File: config.mk
export PLATFORM = sky130hd
export DESIGN_NAME = pwm_dither_dac
export DESIGN_NICKNAME = d
export VERILOG_FILES = /design/src/rtl/pwm_dither_dac.sv
export SDC_FILE = /design/constraint.sdc
export NUM_CORES = 1
export LEC_CHECK = 0
export CAP_MARGIN = 20
export CORE_ASPECT_RATIO = 0.7
export CORE_MARGIN = 3
export CORE_UTILIZATION = 49
export CTS_CLUSTER_DIAMETER = 120
export DETAILED_ROUTE_END_ITERATION = 7
export GPL_ROUTABILITY_DRIVEN = 0
export PLACE_DENSITY = 0.76
export REMOVE_ABC_BUFFERS = 1
export SLEW_MARGIN = 20
export SYNTH_ARGS = -nofsm -noshare
export SYNTH_HDL_FRONTEND = slang
export SYNTH_SLANG_ARGS = --single-unit
File: constraint.sdc
create_clock -name clk -period 2.1 [get_ports clk]
set_input_delay 0.21 -clock clk [delete_from_list [all_inputs] [get_ports clk]]
set_output_delay 0.21 -clock clk [all_outputs]
set_load 0.005 [all_outputs]
File: src/rtl/pwm_dither_dac.sv
// pwm_dither_dac: multi-channel PWM DAC with frame-synchronous shadow-to-active code transfer.
// Define PWM_DITHER_EN to spread the fine code bits over a frame in bit-reversed period order.
module pwm_dither_dac #(
  parameter int NCH = 4,
  parameter int IN_W = 12,
  parameter int DB = 4,
  parameter int PERIOD = 156
) (
  input  logic                  clk,
  input  logic                  rst,
  input  logic [NCH*IN_W-1:0]   in_dat,
  input  logic [NCH-1:0]        in_we,
  output logic [NCH-1:0]        pwm_o,
  output logic                  frame_o,
  output logic [NCH-1:0]        busy_o
);
  localparam int CW = ((IN_W - DB) > 8 ? IN_W - DB : 8) + 1;
  localparam logic [CW-1:0] PMAX = CW'(PERIOD);
  logic [7:0] cnt;
  logic [DB-1:0] pix;
  logic wrap, last;
  assign wrap = cnt == 8'(PERIOD - 1);
  assign last = wrap && &pix;
`ifdef PWM_DITHER_EN
  logic [DB-1:0] rev;
  always_comb
    for (int b = 0; b < DB; b++) rev[b] = pix[DB-1-b];
`endif
  always_ff @(posedge clk or negedge rst)
    if (!rst) begin
      cnt <= 8'd0;
      pix <= '0;
      frame_o <= 1'b0;
    end else begin
      cnt <= wrap ? 8'd0 : cnt + 8'd1;
      pix <= wrap ? pix + DB'(1) : pix;
      frame_o <= last;
    end
  for (genvar c = 0; c < NCH; c++) begin : g_ch
    logic [IN_W-1:0] shadow, act;
    logic [CW-1:0] sum, cmp;
    logic pwm_q, busy_q;
`ifdef PWM_DITHER_EN
    assign sum = CW'(act >> DB) + CW'(rev < act[DB-1:0]);
`else
    assign sum = CW'(act >> DB);
`endif
    assign cmp = sum > PMAX ? PMAX : sum;
    assign pwm_o[c] = pwm_q;
    assign busy_o[c] = busy_q;
    // a write landing on the transfer clock bypasses the shadow entirely
    always_ff @(posedge clk or negedge rst)
      if (!rst) begin
        shadow <= '0;
        act <= '0;
        busy_q <= 1'b0;
        pwm_q <= 1'b0;
      end else begin
        pwm_q <= CW'(cnt) < cmp;
        if (in_we[c]) shadow <= in_dat[c*IN_W +: IN_W];
        if (last) act <= in_we[c] ? in_dat[c*IN_W +: IN_W] : busy_q ? shadow : act;
        busy_q <= in_we[c] ? !last : busy_q && !last;
      end
  end
endmodule

; Word-level counts from Yosys, hierarchy flattened
; Index checks and enable logic that the tools add are counted.
[word_totals]
ff_bits = 117
latchBits = 0
ram_bits = 0
mem_bits_ro = 0
inputBits = 54
output_inout_bits = 9
word_cells = 62
n_memories = 0
[op_classes]
add_sub_neg = 2
n_mul = 0
div_mod_pow = 0
magnitude_cmp = 8
eq_ne = 1
shift = 0
n_mux = 17
bitwise = 0
n_reduce_logical = 15
[ops]
columns = operator, n
row1 = 12-bit 2-to-1 mux, 8
row2 = 8-bit 2-to-1 mux, 5
row3 = "8-bit > comparator, second input constant", 4
row4 = 8-bit < comparator, 4
row5 = "8-bit by 1-bit adder with 8-bit output, second input constant", 1
row6 = "8-bit == test, second input constant", 1
row7 = 2-bit AND reduction, 4
row8 = 2-bit nonzero test, 4
row9 = 1-bit logical AND, 5
row10 = "4-bit by 1-bit adder with 4-bit output, second input constant", 1
row11 = 1-bit 2-to-1 mux, 4
row12 = 4-bit AND reduction, 1
row13 = 1-bit zero test, 1

; Longest topological paths before layout
[logic_depth]
depth_word = 5
depth_mapped = 7
ltp_nobuf = 7

; Worst setup path after synthesis
; OpenSTA, ideal clock, no wires.
[synth_path]
path_type = flip-flop to flip-flop
startpoint = register cnt[0]
endpoint = register g_ch[2].act[10]
setup_time_ps = 125
arrival_ps = 2104
required_ps = 1975
setup_slack_ps = -128
path_stages_with_launch = 6
n_path_buf = 1
synth_period_minus_slack_ps = 2228
path_cell_list = dfrtp_1 > ha_1 > or4b_1 > buf_4 > nor4_4 > mux2_2
[synth_between]
elab_chain_cells = 3
[synth_lines]
columns = element, line
row1 = start: declaration, 19  ; logic [7:0] cnt;
row2 = start signal: assignment, 35  ; cnt <= wrap ? 8'd0 : cnt + 8'd1;
row3 = 8-bit == test, 22  ; assign wrap = cnt == 8'(PERIOD - 1);
row4 = 1-bit logical AND, 23  ; assign last = wrap && &pix;
row5 = 2-bit AND reduction (no source line), n/a
row6 = end signal: assignment, 61  ; if (last) act <= in_we[c] ? in_dat[c*IN_W +: IN_W] : busy_q ? shadow : act;
row7 = end: declaration, 40  ; logic [IN_W-1:0] shadow, act;
; Every way passes these cells.
; A chain may end at the register's enable or synchronous reset.

; Worst setup path after layout
[layout_path]
startpoint = register cnt[1]
endpoint = register g_ch[0].act[9]
[layout_between]
elab_chain_cells = 3
[layout_lines]
columns = element, line
row1 = 8-bit == test, 22
row2 = 1-bit logical AND, 23
row3 = 2-bit AND reduction (no source line), n/a
row4 = end signal: assignment, 61
row5 = end: declaration, 40
; Every way passes these cells.

==> summary.txt <==
STA
  • Unrepaired setup endpoints after global routing: yes
  • Number of pins with negative max-slew slack in the final report: 0
  • Minimum clock period after layout: 2.03 ns
  • Max Clock Freq: 0.493 GHz
  • Final number of setup-violating endpoints: 0
  • Crit path setup slack, layout: 0.0726 ns
  • Worst slew margin: 67.2%
  • Final clock period utilization by the worst path: 96.5%
  • Setup tns final: 0 ns
  • Number of hold violations in the final report: 0
  • Transition time at the pin with the least slew margin: 0.492 ns
  • Worst clock skew: 0.00531 ns

Logic synthesis
  • Post-synthesis sequential element count: 85
  • Synth top area cells: sky130_fd_sc_hd__dfrtp_1 (52%), sky130_fd_sc_hd__mux2_2 (17%), sky130_fd_sc_hd__ha_1 (9.1%)
  • Leading area contributor after synthesis: sky130_fd_sc_hd__dfrtp_1
  • Synthesis warning total: 0
  • Average instance area after synthesis: 12.3 µm²
  • Seq/Total Area, Yosys: 51.8%
  • Top cell type's share of synthesized area: 51.8%
  • Library cells used by synthesis: 25
  • Synthesized instance count: 333
  • Combined area of all synthesized cells: 4110 µm²

Power and ir drop
  • Power share of the combinational group: 8.7%
  • Portion of total power attributed to the clock network: 44.4%
  • Leak: 2.24 nW
  • Net Switching: 0.000783 W
  • Switching Fraction: 20.8%
  • Ratio of total power to cell area: 718 nW/µm²
  • Sequential group share of total power: 47.0%
  • Final total power: 0.00377 W
  • Maximum vdd drop: 728 µV
  • Total internal power: 0.00299 W

Global route
  • Wire length of the first global-routing pass: 14200 µm
  • GR Overflow Total: 0
  • Overall Global Routing Usage: 19.5%
  • Maximum number of pins on one net before global-route repair: 39
  • Via count of the first global-routing pass: 2990
  • Antenna violations before repair: 0

Clock network
  • CTS buffer count: 9
  • H-tree depth reported by CTS: 3
  • Root buffer cell: sky130_fd_sc_hd__clkbuf_16
  • Clk sink count: 85
  • Clock buffer depth: 2
  • Clk pin slew, worst setup/hold paths: 0.06 ns
  • TritonCTS clock tree: built
  • Worst-Skew Late Latency: 0.33 ns

Floorplanning
  • Area inside the core boundary: 8010 µm²
  • Floorplan die height: 82.6 µm
  • I/O pins: 63
  • Initial core utilization: 51.3%
  • # rows: 27
  • Floorplan die width: 115 µm
  • Die area: 9540 µm²

Worst hold path
  • HP Class: primary input to async pin

Placement
  • Port-buffer cells: 46
  • Placed Cells: 493
  • Setup slack after placement: -0.0575 ns
  • HPWL after DPL: 6180 µm

Setup path
  • Kind of critical path: flip-flop to flip-flop
  • Crit path required time: 2.32 ns
  • Endpoint type of the worst setup path: flip-flop
  • Worst stage delay on the critical path: 0.47 ns
  • CP top delay family: simple AND/OR/NAND/NOR gates
  • Critical Path Slowest Stage Cell: sky130_fd_sc_hd__or4b_4
  • Reg-to-reg slack, setup: 0.07 ns
  • Buffering stage count on the worst path with inverters included: 2
  • Sequence of cells on the critical path: ha_2, or4b_4, buf_8, nor4_4, buf_6, mux2_2
  • Max Fanout on Critical Path: 8
  • Critical path arrival: 2.25 ns
  • Crit path launch type: flip-flop

Route
  • Wire length reported by the detailed router: 8400 µm
  • Detailed-route via count: 2814
  • Routed vias/inst: 5.51
  • DRC Markers: 0
  • Post-detailed-route count of antenna-violating nets: 0
  • Average wire length per cell after detail routing: 16.4 µm
  • Total iterations of the first detailed-routing run: 4
  • Starting DRC count in detailed routing: 121

Cells and area
  • Fill cells: 628
  • Ratio of cells with drive above 1 in the final layout: 29.0%
  • Post-route non-filler standard cell count: 511
  • Net count reported at finish: 490
  • Inserted Diodes: 0
  • Area growth syn-to-layout: 27.7%

Run status
  • Run status: finished, final reports clean

Flow run
  • Reported max-cap violation count: 0
==> final cells by class <==
class,instances,area (µm²),share of cell area [%]
Inverter,5,18.8,0.358
Tap cell,101,126,2.41
Timing Repair Buffer,75,713,13.6
Clock buffer,11,243,4.63
Multi-Input combinational cell,230,1950,37.1
Sequential cell,85,2130,40.5
Clock inverter,4,72.6,1.38
==> cell usage in the layout (no fill, tap or decap), types with 5 or more instances in the layout <==
| cell | instances |
|---|---|
| sky130_fd_sc_hd__clkdlybuf4s50_1 | 45 |
| sky130_fd_sc_hd__nand3_1 | 10 |
| sky130_fd_sc_hd__a21oi_1 | 13 |
| sky130_fd_sc_hd__nor2_1 | 37 |
| sky130_fd_sc_hd__inv_1 | 5 |
| sky130_fd_sc_hd__nand2_1 | 21 |
| sky130_fd_sc_hd__nand4_1 | 13 |
| sky130_fd_sc_hd__ha_1 | 29 |
| sky130_fd_sc_hd__mux2_4 | 8 |
| sky130_fd_sc_hd__mux2_2 | 56 |
| sky130_fd_sc_hd__xor2_1 | 6 |
| sky130_fd_sc_hd__dfrtp_1 | 85 |
| sky130_fd_sc_hd__buf_4 | 23 |
| sky130_fd_sc_hd__clkbuf_16 | 9 |
==> final timing paths <==
| path | start | cells after the start | end |
|---|---|---|---|
| worst max-delay path | cnt[1] | 6 | g_ch[0].act[9] |
| worst min-delay path | rst | 2 | g_ch[0].shadow[10] |
| worst max register to register | cnt[1] | 6 | g_ch[0].act[9] |
| worst min register to register | pix[3] | 1 | pix[3] |
| max in group asynchronous | rst | 3 | g_ch[3].shadow[10] |
| min in group clk | pix[3] | 1 | pix[3] |
==> power by group through the flow <==
stage                     sequential, W  clock, W  combinational (W)
final                           0.00177   0.00167           0.000326
after global routing            0.00178   0.00178           0.000366
after CTS                       0.00177   0.00170           0.000324
after detailed placement        0.00180         0           0.000321
after global placement          0.00179         0           0.000306
after floorplan                 0.00179         0           0.000150
==> state kept, by name, indices dropped and copies added (netlist names) <==
signal	flops
g_ch.shadow	32
frame_o	1
g_ch.busy_q	4
pix	4
g_ch.pwm_q	4
cnt	8
g_ch.act	32
==> timing repair <==
item	in CTS	in global routing
pin swaps	0	5
hold endpoints to repair	36	0
hold buffers	1	0
gates resized for setup	5	21
endpoints found under the setup margin	33	36
buffers inserted	0	2
==> metrics by stage <==
stage / utilization, % / cell area, µm² / hold slack, ns
2_1_floorplan: - / 4030 / -0.0856
3_3_place_gp: 60.2 / 4820 / 0.200
3_5_place_dp: 60.2 / 4820 / 0.212
4_1_cts: 64.4 / 5160 / 0.393
5_1_grt: 65.5 / 5250 / 0.427
6_report: 65.5 / 5250 / 0.380
==> cells in the mapped netlist <==
master / count
sky130_fd_sc_hd__nor4_4: 4
sky130_fd_sc_hd__nor2_1: 38
sky130_fd_sc_hd__mux2_1: 2
sky130_fd_sc_hd__ha_1: 30
sky130_fd_sc_hd__dfrtp_1: 85
sky130_fd_sc_hd__mux2_2: 63
sky130_fd_sc_hd__a21oi_1: 13
sky130_fd_sc_hd__nand2_1: 21
sky130_fd_sc_hd__nand3_1: 10
sky130_fd_sc_hd__nor2b_1: 1
sky130_fd_sc_hd__nor4b_1: 4
sky130_fd_sc_hd__or3_1: 1
sky130_fd_sc_hd__xnor2_1: 2
sky130_fd_sc_hd__nand4_1: 13
sky130_fd_sc_hd__a221oi_1: 4
sky130_fd_sc_hd__o21a_1: 4
sky130_fd_sc_hd__nor3_1: 3
sky130_fd_sc_hd__o211ai_1: 4
sky130_fd_sc_hd__inv_1: 5
sky130_fd_sc_hd__buf_4: 9
sky130_fd_sc_hd__o21ai_0: 5
sky130_fd_sc_hd__clkbuf_1: 4
sky130_fd_sc_hd__or4b_1: 1
sky130_fd_sc_hd__and3_1: 1
sky130_fd_sc_hd__xor2_1: 6
==> cells by family (layout without fill, tap and decap cells) <==
group | Yosys count | count (layout) | share of synthesized area (%)
fa+ha+maj | 30 | 30 | 9.14
simple gates | 97 | 97 | 12.6
xor+xnor | 8 | 8 | 1.71
compound gates | 30 | 30 | 4.51
flops | 85 | 85 | 51.8
buf+inv | 18 | 95 | 2.47
mux | 65 | 65 | 17.8
==> metal layers <==
metal | vias to the layer above | global-route usage [%] | part of all wire (%)
li1 | 1345 | - | -
met1 | 1402 | 25.1 | 47
met3 | 13 | 5.90 | 4.5
met5 | - | 0 | 0
met2 | 54 | 32.2 | 47
met4 | 0 | 5.63 | 1.5
==> worst register-to-register path, delay by kind of cell, from the launching register on <==
kind | cells | cell delay [ns]
AND/OR/NAND/NOR | 2 | 0.69
multiplexers | 1 | 0.34
buffers and inverters | 2 | 0.33
flip-flops | 1 | 0.36
adder cells (fa/ha/maj) | 1 | 0.19
No activity file was read; power rests on OpenSTA's default activity.
